$ cat src/rtl/uba_intr_ctrl.sv
`default_nettype none
// ============================================================================
// Module  : uba_intr_ctrl
// Brief   : UBA interrupt controller. Maps device BR lines to KS10 PI requests,
//           arbitrates interrupt-acknowledge cycles and returns the device vector.
//           Optional macro UBA_INTR_SYNC_EN adds 2-flop input synchronizers.
// Revision: 1.0 - initial release
// ============================================================================
module uba_intr_ctrl #(
  parameter logic [3:0]  UBANUM     = 4'd1,
  parameter int unsigned TMO_CYCLES = 64
) (
  input  logic            clk,
  input  logic            rst,
  input  logic [1:5][7:4] devINTR,
  input  logic [0:2]      statPIH,
  input  logic [0:2]      statPIL,
  input  logic            busACKI,
  input  logic [0:2]      busACKLEV,
  output logic [1:7]      busPI,
  output logic [1:5][7:4] devIACK,
  input  logic            devVECTV,
  input  logic [15:0]     devVECT,
  output logic            busVECTV,
  output logic [0:35]     busVECT,
  output logic            setTMO
);

  localparam logic [1:0] S_IDLE = 2'd0;
  localparam logic [1:0] S_ARB  = 2'd1;
  localparam logic [1:0] S_WAIT = 2'd2;
  localparam logic [1:0] S_DONE = 2'd3;

  localparam logic [7:0] TMO_LAST = 8'(TMO_CYCLES - 1);

  logic [1:5][7:4] dev_intr;
  logic            vectv_in;
  logic [15:0]     vect_in;

`ifdef UBA_INTR_SYNC_EN
  logic [1:5][7:4] intr_m_q, intr_s_q;
  logic            vectv_m_q, vectv_s_q;
  logic [15:0]     vect_m_q, vect_s_q;

  // Vector data is staged alongside its valid so both arrive together.
  always_ff @(posedge clk) begin
    if (rst) begin
      intr_m_q  <= '0;
      intr_s_q  <= '0;
      vectv_m_q <= 1'b0;
      vectv_s_q <= 1'b0;
      vect_m_q  <= '0;
      vect_s_q  <= '0;
    end else begin
      intr_m_q  <= devINTR;
      intr_s_q  <= intr_m_q;
      vectv_m_q <= devVECTV;
      vectv_s_q <= vectv_m_q;
      vect_m_q  <= devVECT;
      vect_s_q  <= vect_m_q;
    end
  end

  assign dev_intr = intr_s_q;
  assign vectv_in = vectv_s_q;
  assign vect_in  = vect_s_q;
`else
  assign dev_intr = devINTR;
  assign vectv_in = devVECTV;
  assign vect_in  = devVECT;
`endif

  logic [1:0]      state_q, state_d;
  logic [2:0]      lev_q, lev_d;
  logic [7:0]      cnt_q, cnt_d;
  logic [1:5][7:4] iack_q, iack_d;
  logic            vectv_q;
  logic [15:0]     vect_q;
  logic [0:35]     busVECT_q, busVECT_d;
  logic            busVECTV_q, busVECTV_d;
  logic            setTMO_q, setTMO_d;
  logic [1:7]      busPI_q, busPI_d;

  logic            int_hi, int_lo;
  logic            hi_match, lo_match;
  logic            win_found;
  logic [1:5][7:4] win_grant;

  always_comb begin
    int_hi = 1'b0;
    int_lo = 1'b0;
    for (int d = 1; d <= 5; d++) begin
      int_hi = int_hi | dev_intr[d][7] | dev_intr[d][6];
      int_lo = int_lo | dev_intr[d][5] | dev_intr[d][4];
    end
  end

  // An assignment of 0 never matches any level, which disables that group.
  always_comb begin
    busPI_d = '0;
    for (int n = 1; n <= 7; n++) begin
      busPI_d[n] = ((statPIH == 3'(n)) & int_hi) | ((statPIL == 3'(n)) & int_lo);
    end
  end

  always_comb begin
    hi_match  = (statPIH != 3'd0) && (statPIH == lev_q) && int_hi;
    lo_match  = (statPIL != 3'd0) && (statPIL == lev_q) && int_lo;
    win_found = 1'b0;
    win_grant = '0;
    // Outer loop over BR gives priority to the higher request; inner loop to the lower device.
    for (int b = 7; b >= 4; b--) begin
      for (int d = 1; d <= 5; d++) begin
        if (!win_found && dev_intr[d][b] &&
            ((hi_match && b >= 6) || (!hi_match && lo_match && b <= 5))) begin
          win_grant[d][b] = 1'b1;
          win_found       = 1'b1;
        end
      end
    end
  end

  always_comb begin
    state_d    = state_q;
    lev_d      = lev_q;
    cnt_d      = cnt_q;
    iack_d     = iack_q;
    busVECT_d  = busVECT_q;
    busVECTV_d = 1'b0;
    setTMO_d   = 1'b0;
    case (state_q)
      S_IDLE: begin
        if (busACKI) begin
          lev_d   = busACKLEV;
          state_d = S_ARB;
        end
      end
      S_ARB: begin
        cnt_d = '0;
        if (win_found) begin
          iack_d  = win_grant;
          state_d = S_WAIT;
        end else begin
          busVECT_d  = '0;
          busVECTV_d = 1'b1;
          state_d    = S_DONE;
        end
      end
      S_WAIT: begin
        if (vectv_q) begin
          busVECT_d  = {14'b0, UBANUM, 2'b0, vect_q};
          iack_d     = '0;
          busVECTV_d = 1'b1;
          state_d    = S_DONE;
        end else if (cnt_q == TMO_LAST) begin
          busVECT_d  = '0;
          iack_d     = '0;
          setTMO_d   = 1'b1;
          busVECTV_d = 1'b1;
          state_d    = S_DONE;
        end else begin
          cnt_d = cnt_q + 8'd1;
        end
      end
      S_DONE:  state_d = S_IDLE;
      default: state_d = S_IDLE;
    endcase
  end

  always_ff @(posedge clk) begin
    if (rst) begin
      state_q    <= S_IDLE;
      lev_q      <= '0;
      cnt_q      <= '0;
      iack_q     <= '0;
      vectv_q    <= 1'b0;
      vect_q     <= '0;
      busVECT_q  <= '0;
      busVECTV_q <= 1'b0;
      setTMO_q   <= 1'b0;
      busPI_q    <= '0;
    end else begin
      state_q    <= state_d;
      lev_q      <= lev_d;
      cnt_q      <= cnt_d;
      iack_q     <= iack_d;
      vectv_q    <= vectv_in;
      vect_q     <= vect_in;
      busVECT_q  <= busVECT_d;
      busVECTV_q <= busVECTV_d;
      setTMO_q   <= setTMO_d;
      busPI_q    <= busPI_d;
    end
  end

  assign busPI    = busPI_q;
  assign devIACK  = iack_q;
  assign busVECTV = busVECTV_q;
  assign busVECT  = busVECT_q;
  assign setTMO   = setTMO_q;

endmodule
`default_nettype wire

$ cat config.mk
export PLATFORM = sky130hd
export DESIGN_NAME = uba_intr_ctrl
export DESIGN_NICKNAME = d
export VERILOG_FILES = /design/src/rtl/uba_intr_ctrl.sv
export SDC_FILE = /design/constraint.sdc
export NUM_CORES = 1
export LEC_CHECK = 0
export CAP_MARGIN = 20
export CORE_MARGIN = 3
export CORE_UTILIZATION = 41
export CTS_CLUSTER_DIAMETER = 200
export DETAILED_ROUTE_END_ITERATION = 10
export HOLD_SLACK_MARGIN = 0.02
export PLACE_DENSITY = 0.8
export RECOVER_POWER = 50
export SLEW_MARGIN = 5
export SYNTH_ARGS = -nofsm -noshare
export SYNTH_HDL_FRONTEND = slang
export SYNTH_SLANG_ARGS = --single-unit
$ cat constraint.sdc
create_clock -name clk -period 1.89 [get_ports clk]
set_input_delay 0.378 -clock clk [delete_from_list [all_inputs] [get_ports clk]]
set_output_delay 0.378 -clock clk [all_outputs]
set_load 0.01 [all_outputs]
After elaboration in Yosys (flattened, before gate mapping):

Cells that the tools add are included.

* register bits after elaboration: 95
* latch bits: 0
* RAM bits: 0
* memory bits (read-only): 0
* logic and storage cells: 214
* memories: 0

* $add $sub $neg: 1
* multiply operators: 0
* divide/modulo/power cells: 0
* $lt $le $gt $ge: 0
* equality and inequality tests: 26
* shifts and indexed selects: 0
* muxes and demuxes: 59
* bitwise gates (word level): 40
* reduce and logical (&&, ||, !) cells: 74

Operator list (number)
* two-way mux 36 bit: 3
* case mux 36 bit (2 select lines): 1
* two-way mux 20 bit: 3
* logical AND 1 bit: 44
* two-way mux 1 bit: 43
* case mux 20 bit (2 select lines): 1
* OR 1 bit: 25
* == test 3 bit, second input constant: 8
* zero test 1 bit: 20
* two-way mux 8 bit: 2
* case mux 8 bit (2 select lines): 1
* AND 1 bit: 14
* == test 3 x 2 -> 1 bit, second input constant: 4
* inequality test 2 bit, second input constant: 5
* AND reduction 3 bit: 3
* adder 8 x 1 -> 8 bit, second input constant: 1
* == test 8 x 6 -> 1 bit, second input constant: 1
* case mux 2 bit (4 select lines): 1
* == test 3 x 1 -> 1 bit, second input constant: 2
* == test 3 bit: 2
* two-way mux 2 bit: 3
* nonzero test 3 bit: 2
* == test 2 bit, second input constant: 2
* AND reduction 2 bit: 2
* 7 further kinds: 7

Longest topological paths before layout:

Gate-level depths: netlist (run 1).

* depth in word-level cells: 90
* mapped depth: 8
* mapped depth without buffers: 7

Least setup slack after synthesis (run 1):

OpenSTA, ideal clock, no wires.

* kind: input to register
* start point: in devINTR[16] in the netlist's numbering
* end point: reg busVECT_q (netlist bit busVECT[30])
* data arrival time: 1.742 ns
* slack: 0.031 ns
* stages on the path: 6
* buffers on the path: 1
* path through: nor4_1 > and4b_2 > o22ai_2 > a21boi_2 > buf_4 > o2bb2ai_1

* cells in the longest elaborated chain, start to end: 51

RTL lines
* start: declaration: line 15 `input logic [1:5][7:4] devINTR,`
* OR 1 bit (9 in a row): line 94 `int_lo = int_lo | dev_intr[d][5] | dev_intr[d][4];`
* logical AND 1 bit: line 108 `lo_match = (statPIL != 3'd0) && (statPIL == lev_q) && int_lo;`
* logical AND 1 bit: line 115 `((hi_match && b >= 6) || (!hi_match && lo_match && b <= 5))) begin`
* logical AND 1 bit: line 114 `if (!win_found && dev_intr[d][b] &&`
* two-way mux 1 bit: line 114
* zero test 1 bit: line 114
* logical AND 1 bit (2 in a row): line 114
* two-way mux 1 bit: line 114
* [24 not listed]
* zero test 1 bit: line 114
* logical AND 1 bit (2 in a row): line 114
* two-way mux 1 bit: line 114
* zero test 1 bit: line 114
* logical AND 1 bit (2 in a row): line 114
* two-way mux 1 bit *: line 114
* inequality test 2 bit (no source line) *
* AND reduction 3 bit (no source line) *
* end signal: assignment: line 189 `busVECT_q <= busVECT_d;`
* end: declaration: line 79 `logic [0:35] busVECT_q, busVECT_d;`

Every way passes the cells marked *; elsewhere a longest branch is shown, timed or not.
A chain may end at the register's enable or synchronous reset.

Final worst setup path (run 1):

* start point: in statPIH[2] in the netlist's numbering
* end point: reg busVECT_q (netlist bit busVECT[26])

* cells in the longest elaborated chain, start to end: 83
* elaborated cells on any way between the ends: 86

RTL lines
* start: declaration: line 16 `input logic [0:2] statPIH,`
* == test 3 bit / nonzero test 3 bit (equally long branches): line 107 `hi_match = (statPIH != 3'd0) && (statPIH == lev_q) && int_hi;`
* logical AND 1 bit * (2 in a row): line 107
* logical AND 1 bit: line 114
* two-way mux 1 bit: line 114
* zero test 1 bit: line 114
* logical AND 1 bit (2 in a row): line 114
* two-way mux 1 bit: line 114
* zero test 1 bit: line 114
* [63 not listed]
* zero test 1 bit: line 114
* logical AND 1 bit (2 in a row): line 114
* two-way mux 1 bit: line 114
* zero test 1 bit: line 114
* logical AND 1 bit (2 in a row): line 114
* two-way mux 1 bit *: line 114
* inequality test 2 bit (no source line) *
* AND reduction 3 bit (no source line) *

Marked as above.

==> results of run 1 <==
metal layers:
metal | global-route usage [%] | part of all wire [%]
met5 | 0 | 0
met2 | 33.5 | 53
met1 | 22.0 | 41
met4 | 7.45 | 1.8
met3 | 4.24 | 4.8
placed cells by master (no fill, tap or decap), types with 5 or more instances in the layout:
cell type,n
nand2_1,16
dfxtp_1,73
dlymetal6s2s_1,5
clkdlybuf4s50_1,45
mux2i_1,21
conb_1,19
clkbuf_8,9
nand4_1,6
nand3_1,11
dlygate4sd3_1,33
a21oi_1,8
nor2b_1,24
nor2_1,22
nand2b_1,38
buf_4,55
xnor2_1,5
o2bb2ai_1,14
dlygate4sd2_1,10
nand3b_1,5
flip-flops by register name (all words and copies together), names as in the netlist, 2 cells and up:
name and cells:
devIACK 20, busVECT 17, vect_q 16, cnt_q 8, busPI 7, lev_q 3
state_q 2
worst paths after layout:
| kind | slack, ps | end | cells past startpoint |
|---|---|---|---|
| worst max-delay path | -2 | busVECT[26] | 8 |
| worst min-delay path | 370 | devIACK[4] | 3 |
| worst max register to register | 40 | busVECT[26] | 8 |
| worst min register to register | 430 | busVECT[33] | 1 |
worst min-delay path: stages:
cell	delay (ps)
dlymetal6s2s_1	150
nand3_1	80
mux2i_1	60
logic make-up (layout without fill, tap and decap cells):
group                    after synthesis  count (layout)
AO/OA/AOI/OAI                         54              54
XOR/XNOR                              10              10
adder cells (fa/ha/maj)                5               5
buffers and inverters                 38             177
flip-flops                            76              76
multiplexers                          21              21
other                                  1              19
AND/OR/NAND/NOR                      151             151
what timing repair did:
action	in CTS	in global routing
gates cloned	2	0
endpoints found under the setup margin	39	41
setup buffers	11	2
pin swaps	8	5
resized for setup	18	32
cell type report:
cell class | count | share of cell area, %
multi-input cells | 260 | 36.1
repair buffers | 156 | 27.8
inverters | 5 | 0.357
clock buffers | 9 | 2.35
well taps | 102 | 2.43
flip-flops and latches | 76 | 29.0
clock inverters | 7 | 1.97
through the flow:
| stage | setup TNS (ps) | total power (W) | setup WS, ps | cell area, sq um | utilization (%) |
|---|---|---|---|---|---|
| floorplan | 0 | 0.00272 | 30.9 | 3500 | - |
| global placement | -18230 | 0.00325 | -453 | 4750 | 59.9 |
| detailed placement | -19380 | 0.00330 | -505 | 4750 | 59.9 |
| CTS | 0 | 0.00507 | 3.80 | 5160 | 65.0 |
| global route | -2330 | 0.00534 | -146 | 5260 | 66.4 |
| finish | -2.44 | 0.00512 | -2.44 | 5260 | 66.4 |
power groups by stage:
stage	sequential [W]	clock, W	combinational [W]
final	0.00174	0.00143	0.00194
after global routing	0.00175	0.00153	0.00206
after detailed placement	0.00177	0	0.00153
after global placement	0.00176	0	0.00149
after CTS	0.00173	0.00145	0.00188
after floorplan	0.00177	0	0.000942
==> results.py, run 1 <==
metrics = {
    "pwr": {
        "p_int_w": 0.00340,
        "comb_power_share_pct": 38.0,
        "leakage_nw": 2.21,
        "switching_share_pct": 33.5,
        "p_per_area_nw_per_um2": 972,
        "p_clk_share_pct": 28.0,
        "ir_drop_uv": 471,
        "switchingPower_w": 0.00171,
        "sequentialPowerShare_pct": 34.0,
    },
    "setup_path": {
        "startpoint_type": "primary input",
        "path_cells": "clkdlybuf4s50_1 > xnor2_1 > nand4_1 > buf_4 > o22ai_2 > a21boi_2 > buf_12 > o2bb2ai_1",
        "cp.buffers_inverters": 3,
        "critPathLaunch": "statPIH[2]",
        "cpPeakStageDelay_ps": 450,
        "cp_data_arrival_time_ps": 2170,
        "r2r-start": "cnt_q[0]",
        "required_ps": 2170,
        "crit_slowest_cell": "clkdlybuf4s50_1",
        "critical_path_class": "in -> reg",
        "worstPathMaxFanout": 17,
        "path_delay_family": "buffers and inverters",
        "crit_path_end_kind": "flop",
    },
    "status": {
        "outcome": "complete, but fails checks",
        "violations": "setup timing",
    },
    "cells_and_area": {
        "area_delta_synth_final_pct": 53.3,
        "antenna-diode-count": 0,
        "layoutNonFillerInstCount": 615,
        "drive_gt1_share_pct": 22.0,
        "multi_input_area_sq_um": 1900,
        "layout.nets": 562,
        "fillCellCount": 562,
        "seq_area_sq_um": 1530,
    },
    "cts": {
        "cts_tree": "yes",
        "insertion_delay_ps": 350,
        "holdBufCountCts": 0,
        "path_clk_slew_ps": 80,
        "cts_num_sinks": 76,
        "cts_buffers": 9,
        "clockBufferDepth": 2,
        "cts_root_buf": "clkbuf_8",
        "cts-htree-levels": 3,
    },
    "floorplan": {
        "rows": 32,
        "die_x_um": 97.5,
        "core_area_sq_um": 7930,
        "die_h_um": 97.5,
        "pin_count": 114,
        "initial_core_util_pct": 43.3,
        "die_area_sq_um": 9500,
    },
    "sta": {
        "worst_slack_ps": -2.44,
        "slew_headroom_pct": 62.5,
        "finalSetupViolCount": 1,
        "rsz0062_at_grt": "yes",
        "maxSlewViolCount": 0,
        "tightest_slew_ps": 562,
        "fin_skew_ps": 10.1,
        "finalCriticalPeriod_ps": 1890,
        "finalHoldWorstSlack_ps": 367,
        "min_period_over_period_pct": 100,
        "max_freq_ghz": 0.528,
        "hold_viol": 0,
    },
    "job": {
        "drv_cap": 0,
    },
    "synth": {
        "yosysWarnings": 0,
        "synth_area_leaders": "dfxtp_1 (44%), nand2b_1 (6.9%), mux2i_1 (6.1%)",
        "async_flop_share_pct": 0,
        "yosys.area.top_type": "dfxtp_1",
        "ys_types": 48,
        "synthMuxAreaShare_pct": 6.12,
        "ys_ff_latch": 76,
        "yosys_most_used_dff": "dfxtp_1",
        "synth_top_family_by_area": "simple AND/OR/NAND/NOR gates",
        "ys_seq_area_share_pct": 44.3,
        "synth_xor_area_share_pct": 2.55,
        "synthTopCellsByCount": "dfxtp_1 (76), nand2b_1 (38), nor2b_1 (24), buf_4 (23), nor2_1 (23)",
        "yosysMostFrequentCell": "dfxtp_1",
        "synth-compound-area-share_pct": 12.9,
        "synthCells": 356,
        "synthAdderAreaFrac_pct": 1.82,
        "synth_top_area_share_pct": 44.3,
        "synth_area_sq_um": 3430,
        "synth_edf_count": 0,
        "avgSynthCellArea_sq_um": 9.64,
        "yosys.area_share.simple_pct": 25.5,
    },
    "drt": {
        "drtPass1Iterations": 5,
        "drtIter0Drc": 100,
        "routedWlPerCell_um": 15.7,
        "ant_nets": 0,
        "vias": 3135,
        "drc": 0,
        "wl_mm": 9.67,
        "routed_via_density": 5.10,
    },
    "global_route": {
        "antenna_found_initial": 0,
        "grt_max_degree": 42,
        "overflow": 0,
        "first_global_vias": 3129,
        "grt_usage_pct": 18.9,
        "grt_pass1_wl_mm": 14.8,
    },
    "worst_hold_path": {
        "hp-class": "in -> reg",
        "worstHoldStart": "devINTR[4]",
    },
    "placed_design": {
        "numPortBuffers": 94,
        "dp_hpwl_mm": 6.35,
        "gp_congestion": 0.827,
        "placed_cells": 585,
    },
}
Note: power is estimated with default switching activity, not from simulation.
==> run 2: changes to the inputs <==
Settings changed: CORE_MARGIN 3 to 1.5.
==> run 2 against run 1 <==
- the run now ends clean
- flip-flop and latch count unchanged
- fmax grew 4.6%
- cell count down 0.49%
- largest power group unchanged
- largest cell class unchanged
- clock skew up 5.5 ps
- utilization down 2.1 points
- hold slack got worse by 21 ps
- final area is 0.19% lower
- sequential power about the same
- sequential share of layout area hardly changed
- combinational power rose by 6%
==> results.py, run 2 (same netlist as run 1, synthesis figures left out) <==
metrics = {
    "global_route": {
        "grt_usage_pct": 18.8,
        "overflow": 0,
        "first_global_vias": 2994,
        "grt_max_degree": 49,
        "grt_pass1_wl_mm": 13.3,
        "antenna_found_initial": 0,
    },
    "setup_path": {
        "worstPathMaxFanout": 8,
        "r2r-start": "lev_q[0]",
        "r2r_cells": 6,
        "startpoint_type": "primary input",
        "crit_path_end_kind": "flop",
        "required_ps": 2140,
        "r2r_end": "devIACK[16]",
        "cp_data_arrival_time_ps": 2060,
        "regToRegSetupSlack_ps": 80,
        "critical_path_class": "in -> reg",
    },
    "floorplan": {
        "rows": 33,
        "die_h_um": 94.5,
        "initial_core_util_pct": 42.0,
        "die_area_sq_um": 8930,
        "core_area_sq_um": 8180,
        "die_x_um": 94.5,
        "pin_count": 114,
    },
    "sta": {
        "finalCriticalPeriod_ps": 1810,
        "maxSlewViolCount": 0,
        "tightest_slew_ps": 847,
        "max_freq_ghz": 0.553,
        "finalSetupTns_ps": 0,
        "fin_skew_ps": 15.6,
        "min_period_over_period_pct": 95.7,
        "slew_headroom_pct": 43.5,
        "finalSetupViolCount": 0,
        "hold_viol": 0,
    },
    "pwr": {
        "leakage_nw": 2.31,
        "p_int_w": 0.00355,
        "ir_drop_uv": 582,
        "switching_share_pct": 31.9,
        "p_per_area_nw_per_um2": 994,
        "sequentialPowerShare_pct": 33.5,
        "switchingPower_w": 0.00167,
        "comb_power_share_pct": 39.3,
        "p_clk_share_pct": 27.3,
    },
    "cells_and_area": {
        "layout.nets": 556,
        "final_cell_mix": "dfxtp_1 (74), buf_4 (47), clkdlybuf4s50_1 (39)",
        "mostFrequentLayoutCell": "dfxtp_1",
        "area_delta_synth_final_pct": 53.0,
        "largest_reg_flops": 20,
        "antenna-diode-count": 0,
        "layoutNonFillerInstCount": 612,
        "drive_gt1_share_pct": 19.7,
    },
    "cts": {
        "holdBufCountCts": 0,
        "cts_num_sinks": 76,
        "insertion_delay_ps": 350,
        "cts_tree": "yes",
        "cts_root_buf": "clkbuf_8",
        "path_clk_slew_ps": 90,
        "cts_buffers": 9,
        "clockBufferDepth": 2,
        "cts-htree-levels": 3,
    },
    "placed_design": {
        "placed_cells": 586,
        "gp_congestion": 0.901,
        "numPortBuffers": 94,
        "dp_hpwl_mm": 5.88,
    },
    "drt": {
        "routed_via_density": 5.05,
        "routedWlPerCell_um": 14.5,
        "drtPass1Iterations": 4,
        "wl_mm": 8.90,
        "drc": 0,
        "dr_wl_met3_um": 418,
        "ant_nets": 0,
        "vias": 3088,
        "wl_met2_mm": 4.51,
        "wl_met1_mm": 3.77,
        "drtIter0Drc": 112,
        "highest_layer": "met4",
    },
    "status": {
        "outcome": "completed",
    },
    "job": {
        "drv_cap": 0,
    },
    "worst_hold_path": {
        "worstHoldStart": "devINTR[0]",
        "hp-class": "in -> reg",
        "hold_end": "devIACK[0]",
        "whs_path_depth": 3,
    },
}
[run 2: changes by cell type in the layout (fill, tap and decap cells not counted), sizes merged, moves of 2 or more]
cell           before  now
inv                 9    7
buf                61   53
clkdlybuf4s50      45   39
dlygate4sd2        10    1
dlymetal6s2s        5   21
clkbuf             11   14
[run 2: metal layers]
metal,track usage [%],vias up
met4,7.84,0
met3,4.43,18
li1,-,1510
met5,0,-
met2,33.1,91
met1,21.8,1469
[run 2: power groups by stage]
| stage | Sequential [W] | Combinational (W) | Clock, W |
|---|---|---|---|
| finish | 0.00175 | 0.00205 | 0.00142 |
| global route | 0.00176 | 0.00216 | 0.00152 |
| CTS | 0.00174 | 0.00172 | 0.00144 |
| detailed placement | 0.00177 | 0.00153 | 0 |
| global placement | 0.00177 | 0.00149 | 0 |
| floorplan | 0.00177 | 0.000942 | 0 |
[run 2: per-stage QoR]
step           hold slack (ps)  total power [W]  util [%]  setup WS [ps]  instance area, sq um
4_1_cts                    438          0.00490      61.7           1.80                  5040
5_1_grt                    333          0.00543      64.2          -44.2                  5250
2_1_floorplan              410          0.00272         -           30.9                  3500
6_report                   346          0.00522      64.2           81.0                  5250
3_5_place_dp               415          0.00330      58.0           -439                  4740
3_3_place_gp               412          0.00325      58.0           -366                  4740
[run 2: repair_timing]
action	in CTS	in global routing
gates resized for setup	8	40
setup endpoints to repair	27	44
gates cloned	1	2
pin swaps	2	12
setup buffers	3	4
[run 2: worst max path at each step]
| stage | startpoint | cells past startpoint | endpoint |
|---|---|---|---|
| 2_1_floorplan | devINTR[16] | 6 | busVECT[30] |
| 3_3_place_gp | devINTR[19] | 8 | devIACK[15] |
| 3_5_place_dp | devINTR[19] | 8 | devIACK[8] |
| 4_1_cts | state_q[0] | 7 | devIACK[16] |
| 5_1_grt | lev_q[1] | 6 | devIACK[2] |
| 6_report | devINTR[6] | 8 | busVECT[25] |
[run 2: critical path: stages]
cell	delay [ps]
clkdlybuf4s50_1	450
nor2_1	230
and3_4	270
buf_4	120
o22ai_2	120
a21boi_4	240
clkbuf_16	190
o2bb2ai_1	60
[run 2: layout make-up]
cell class / count / area [sq um]
Clock buffer: 10 / 138
Clock inverter: 6 / 93.8
Fill cell: 644 / 2920
Inverter: 5 / 18.8
Multi-Input combinational cell: 260 / 1840
Sequential cell: 76 / 1520
Tap cell: 105 / 131
Timing Repair Buffer: 150 / 1500
==> run 3: changes to the inputs <==
--- a/config.mk
+++ b/config.mk
@@ -10,4 +10,5 @@
 export CORE_UTILIZATION = 41
 export CTS_CLUSTER_DIAMETER = 200
+export CTS_CLUSTER_SIZE = 12
 export DETAILED_ROUTE_END_ITERATION = 10
 export HOLD_SLACK_MARGIN = 0.02
==> constraint.sdc (replaced) <==
create_clock -name clk -period 1.89 [get_ports clk]
set_input_delay 0.378 -clock clk [delete_from_list [all_inputs] [get_ports clk]]
set_output_delay 0.378 -clock clk [all_outputs]
set_load 0.1 [all_outputs]
==> run 3 against run 2 <==
- fmax fell by 2.5%
- clock power down 13%
- die area unchanged
- via count shrank 2.1%
- total power is 1.3% lower
- wire length decreased by 6.0%
- final area decreased by 6.2%
- register-to-register slack lost 50 ps
- count of clock-buffer cells in the layout stayed put
- global-route usage decreased by 0.85 points
- setup slack worse by 47 ps
- non-clock buffer count down 2
==> results.py, run 3 (same netlist as run 1, synthesis figures left out) <==
metrics = {
    "cts": {
        "cts-htree-levels": 3,
        "insertion_delay_ps": 350,
        "clockBufferDepth": 2,
        "cts_buffers": 9,
        "path_clk_slew_ps": 80,
        "cts_root_buf": "clkbuf_8",
        "cts_num_sinks": 76,
        "cts_tree": "yes",
    },
    "sta": {
        "maxSlewViolCount": 0,
        "fin_skew_ps": 10.3,
        "finalCriticalPeriod_ps": 1860,
        "finalSetupTns_ps": 0,
        "tightest_slew_ps": 807,
        "hold_viol": 0,
        "finalSetupViolCount": 0,
        "max_freq_ghz": 0.539,
        "min_period_over_period_pct": 98.2,
        "slew_headroom_pct": 46.2,
    },
    "setup_path": {
        "crit_path_end_kind": "flop",
        "required_ps": 2180,
        "startpoint_type": "flop",
        "worstPathMaxFanout": 4,
        "critical_path_class": "reg -> reg",
        "cp_data_arrival_time_ps": 2140,
    },
    "status": {
        "outcome": "completed",
    },
    "pwr": {
        "p_int_w": 0.00328,
        "comb_power_share_pct": 42.1,
        "p_per_area_nw_per_um2": 1050,
        "sequentialPowerShare_pct": 33.8,
        "switching_share_pct": 36.3,
        "leakage_nw": 2.15,
        "power_w": 0.00515,
        "p_clk_share_pct": 24.1,
        "ir_drop_uv": 502,
        "switchingPower_w": 0.00187,
    },
    "worst_hold_path": {
        "hp-class": "in -> reg",
    },
    "global_route": {
        "grt_pass1_wl_mm": 12.6,
        "first_global_vias": 2851,
        "grt_max_degree": 49,
        "grt_usage_pct": 18.0,
        "overflow": 0,
        "antenna_found_initial": 0,
    },
    "cells_and_area": {
        "drive_gt1_share_pct": 28.4,
        "antenna-diode-count": 0,
        "area_delta_synth_final_pct": 43.5,
        "mostFrequentLayoutCell": "dfxtp_1",
        "fillCellCount": 704,
        "layout.nets": 554,
        "largest_reg_flops": 20,
        "final_cell_mix": "dfxtp_1 (73), buf_4 (54), clkbuf_2 (41)",
        "final_cell_area_sq_um": 4930,
    },
    "drt": {
        "ant_nets": 0,
        "routed_via_density": 4.96,
        "drtIter0Drc": 87,
        "routedWlPerCell_um": 13.7,
        "drc": 0,
        "drtPass1Iterations": 4,
        "vias": 3023,
        "wl_mm": 8.37,
    },
    "floorplan": {
        "initial_core_util_pct": 42.0,
        "die_x_um": 94.5,
        "core_area_sq_um": 8180,
        "die_area_sq_um": 8930,
        "die_h_um": 94.5,
        "rows": 33,
        "pin_count": 114,
    },
    "placed_design": {
        "gp_congestion": 0.908,
        "postPlaceCellArea_sq_um": 4660,
        "numPortBuffers": 94,
        "dp_hpwl_mm": 5.99,
    },
    "job": {
        "drv_cap": 0,
    },
}
-- run 3: cell types whose count changed in the layout (fill, tap and decap cells not counted), sizes merged --
cell | before | now
dlygate4sd3 | 32 | 0
dlymetal6s2s | 21 | 14
bufinv | 2 | 1
buf | 53 | 58
clkbuf | 14 | 53
clkdlybuf4s50 | 39 | 33
dlygate4sd2 | 1 | 0
-- run 3: per-layer routing --
metal	up-vias	wire, um	GRT usage (%)
li1	1500	-	-
met1	1428	3540	20.8
met2	82	4320	32.3
met3	13	389	3.46
met4	0	112	7.09
met5	-	0	0
-- run 3: worst max-delay path: stages, from the launching register on --
cell and delay [ps]:
dfxtp_1 330, ha_1 210, and4bb_2 300, a21oi_2 180, o21ai_2 100, or4_1 530
a21oi_2 150
-- run 3: power by group through the flow --
stage / Sequential [W] / Clock [W] / Combinational [W]
finish: 0.00174 / 0.00124 / 0.00217
global route: 0.00175 / 0.00133 / 0.00229
CTS: 0.00174 / 0.00127 / 0.00205
detailed placement: 0.00178 / 0 / 0.00184
global placement: 0.00177 / 0 / 0.00180
floorplan: 0.00195 / 0 / 0.00109
-- run 3: worst paths after layout --
check / start / endpoint / slack (ps) / depth (start not counted)
max: cnt_q[1] / cnt_q[7] / 30 / 6
min: devINTR[15] / devIACK[15] / 370 / 3
min reg2reg: vect_q[2] / busVECT[33] / 430 / 1
max reg2reg: cnt_q[1] / cnt_q[7] / 30 / 6
-- run 3: repair_timing --
action                                  in CTS  in global routing
resized for setup                           10                 25
pin swaps                                    2                  9
setup buffers                                2                  3
cloned                                       1                  1
endpoints found under the setup margin      39                 41
hold buffers                                 0                  0
-- run 3: per-stage QoR --
stage               hold WS (ps)  cells  util [%]  setup slack, ps
finish                       374    609      60.3             34.2
global route                 413    609      60.3            -53.9
CTS                          434    605      60.4             3.35
detailed placement           417    587      57.0             -451
global placement             412    587      57.0             -361
floorplan                    410    374         -             29.5
-- run 3: cell type report --
class | instances | area, sq um | share of cell area [%]
inverters | 5 | 18.8 | 0.381
multi-input cells | 260 | 1820 | 37.0
clock buffers | 10 | 138 | 2.79
clock inverters | 5 | 60.1 | 1.22
flip-flops and latches | 76 | 1530 | 31.0
well taps | 105 | 131 | 2.67
repair buffers | 148 | 1230 | 25.0
==> RTL change (settings of run 1) <==
The option `UBA_INTR_SYNC_EN` is turned on by a define.
--- a/src/rtl/uba_intr_ctrl.sv
+++ b/src/rtl/uba_intr_ctrl.sv
@@ -7,4 +7,6 @@
 // Revision: 1.0 - initial release
 // ============================================================================
+`define UBA_INTR_SYNC_EN
+
 module uba_intr_ctrl #(
   parameter logic [3:0]  UBANUM     = 4'd1,
Formal check against the unedited RTL: not equivalent (Yosys sat finds a counterexample within 4 cycles, from zero or initial values and one cycle with rst high).
==> RTL change against run 1 <==
The run still ends with setup timing left. Via count is 25% higher. Power is 68% higher. Routed wire length is 20% higher. Area after synthesis is 54% higher. Setup slack better by 0.0019 ns. Sequential cell count is 74 higher. Design area is 39% higher. Sequential share of layout area is 12 points higher. Hold slack better by 0.022 ns. Largest power group is now sequential cells.
==> RTL change: results (changes against run 1) <==
Run status
  – Outcome: finished, violations left
  – Violated checks: setup timing

Timing
  – Final worst slack: -0.000578 ns (+0.00186 ns)
  – Hold Slack: 0.389 ns (+0.0219 ns)
  – # setup viols final: 1 (unchanged)

Route
  – Routed wire per std cell: 14.3 microns (-9.4%)
  – Detailed router's first-iteration violation count: 307 (+210%)
  – Iteration count of the initial detailed-routing pass: 4 (-1)
  – Vias after detailed routing: 3911 (+25%)

Finish
  – Sequential share of cell area: 41.2% (+12 points)
  – Filler-free cell count of the finished design: 812 (+32%)
  – Number of fill cells in the layout: 1038 (+85%)
  – Layout Area Growth over Synthesis: 38.4%
  – Final clock-cell share: 8.06% (+3.7 points)
  – Clock buffer cells: 19 (+10)
  – Number of signal-net buffers in the layout: 130 (-17%)

Worst setup path
  – WS Path Type: reg -> reg
  – Maximum fanout along the worst path: 8 (-9)
  – Reg2Reg Depth: 7 (-1)
  – Crit. Startpoint: lev_q[1]

Power
  – Internal power consumption: 0.00602 W (+77%)
  – Worst vdd rail ir drop: 0.638 mV (+35%)

Synth
  – Post-Synth XOR/XNOR Area: 1.65% (-0.90 points)
  – Avg Cell Area, Syn: 10.4 sq um (+7.7%)
  – Arithmetic-cell share of the synthesized area counting full adders, half adders and majority gates: 1.18% (-0.64 points)
  – Compound-cell area share of the yosys netlist: 9.90% (-3.0 points)
  – Mux contribution to synthesized area: 1.89% (-4.2 points)
  – Synthesized area: 5290 sq um (+54%)
  – Top area cells in the synthesized netlist: dfxtp_1, nor2b_1, a32o_1

Placed design
  – Placed insts: 773 (+32%)
  – DP HPWL: 7.76 mm (+22%)
  – Cell Area, Placed: 6460 sq um (+36%)
  – Post-placement worst setup slack: -0.467 ns (+0.0380 ns)

Global routing
  – Wire length of the first global-routing pass: 18.0 mm (+21%)
  – Largest net degree at the start of global routing: 92 (+120%)
  – Global router's overall resource usage: 15.6% (-3.4 points)
  – GR met2 Demand/Resource: 26.4% (-7.1 points)
  – Fraction of met1 tracks used by global routing: 18.0% (-4.0 points)

Clock tree
  – Buffer type at the clock tree root: clkbuf_16
  – Total clock buffers created by CTS: 17 (+8)
  – Clk slew on worst S/H paths: 0.06 ns (-0.02 ns)
  – H-tree levels: 4 (+1)
  – Clk Latency, worst-skew pair: 0.42 ns (+0.07 ns)

Min path
  – Hold Crit Start: rst
## RTL change: per-stage QoR
step	total power [W]	utilization, %
after floorplan	0.00448	-
final	0.00857	59.5
after CTS	0.00837	57.8
after global placement	0.00486	52.5
after detailed placement	0.00491	52.5
after global routing	0.00889	59.5
## RTL change: repair_timing
action,in CTS,in global routing
setup endpoints to repair,36,33
gates resized for setup,4,36
hold buffers,0,0
buffers inserted,3,2
endpoints found under the hold margin,0,0
pin swaps,3,9
cloned,0,2
## RTL change: worst max-delay path: stages (launching register included)
cell and delay [ns]:
dfxtp_1 0.32, buf_4 0.16, xnor2_2 0.22, nand4_4 0.17, a2bb2oi_4 0.22, o2111a_2 0.31, clkbuf_16 0.17, a31o_2 0.21
## RTL change: power groups by stage
stage	clock [W]	combinational, W	sequential (W)
6_report	0.00325	0.00194	0.00338
5_1_grt	0.00343	0.00207	0.00339
4_1_cts	0.00331	0.00169	0.00336
3_5_place_dp	0	0.00148	0.00343
3_3_place_gp	0	0.00143	0.00342
2_1_floorplan	0	0.00104	0.00343
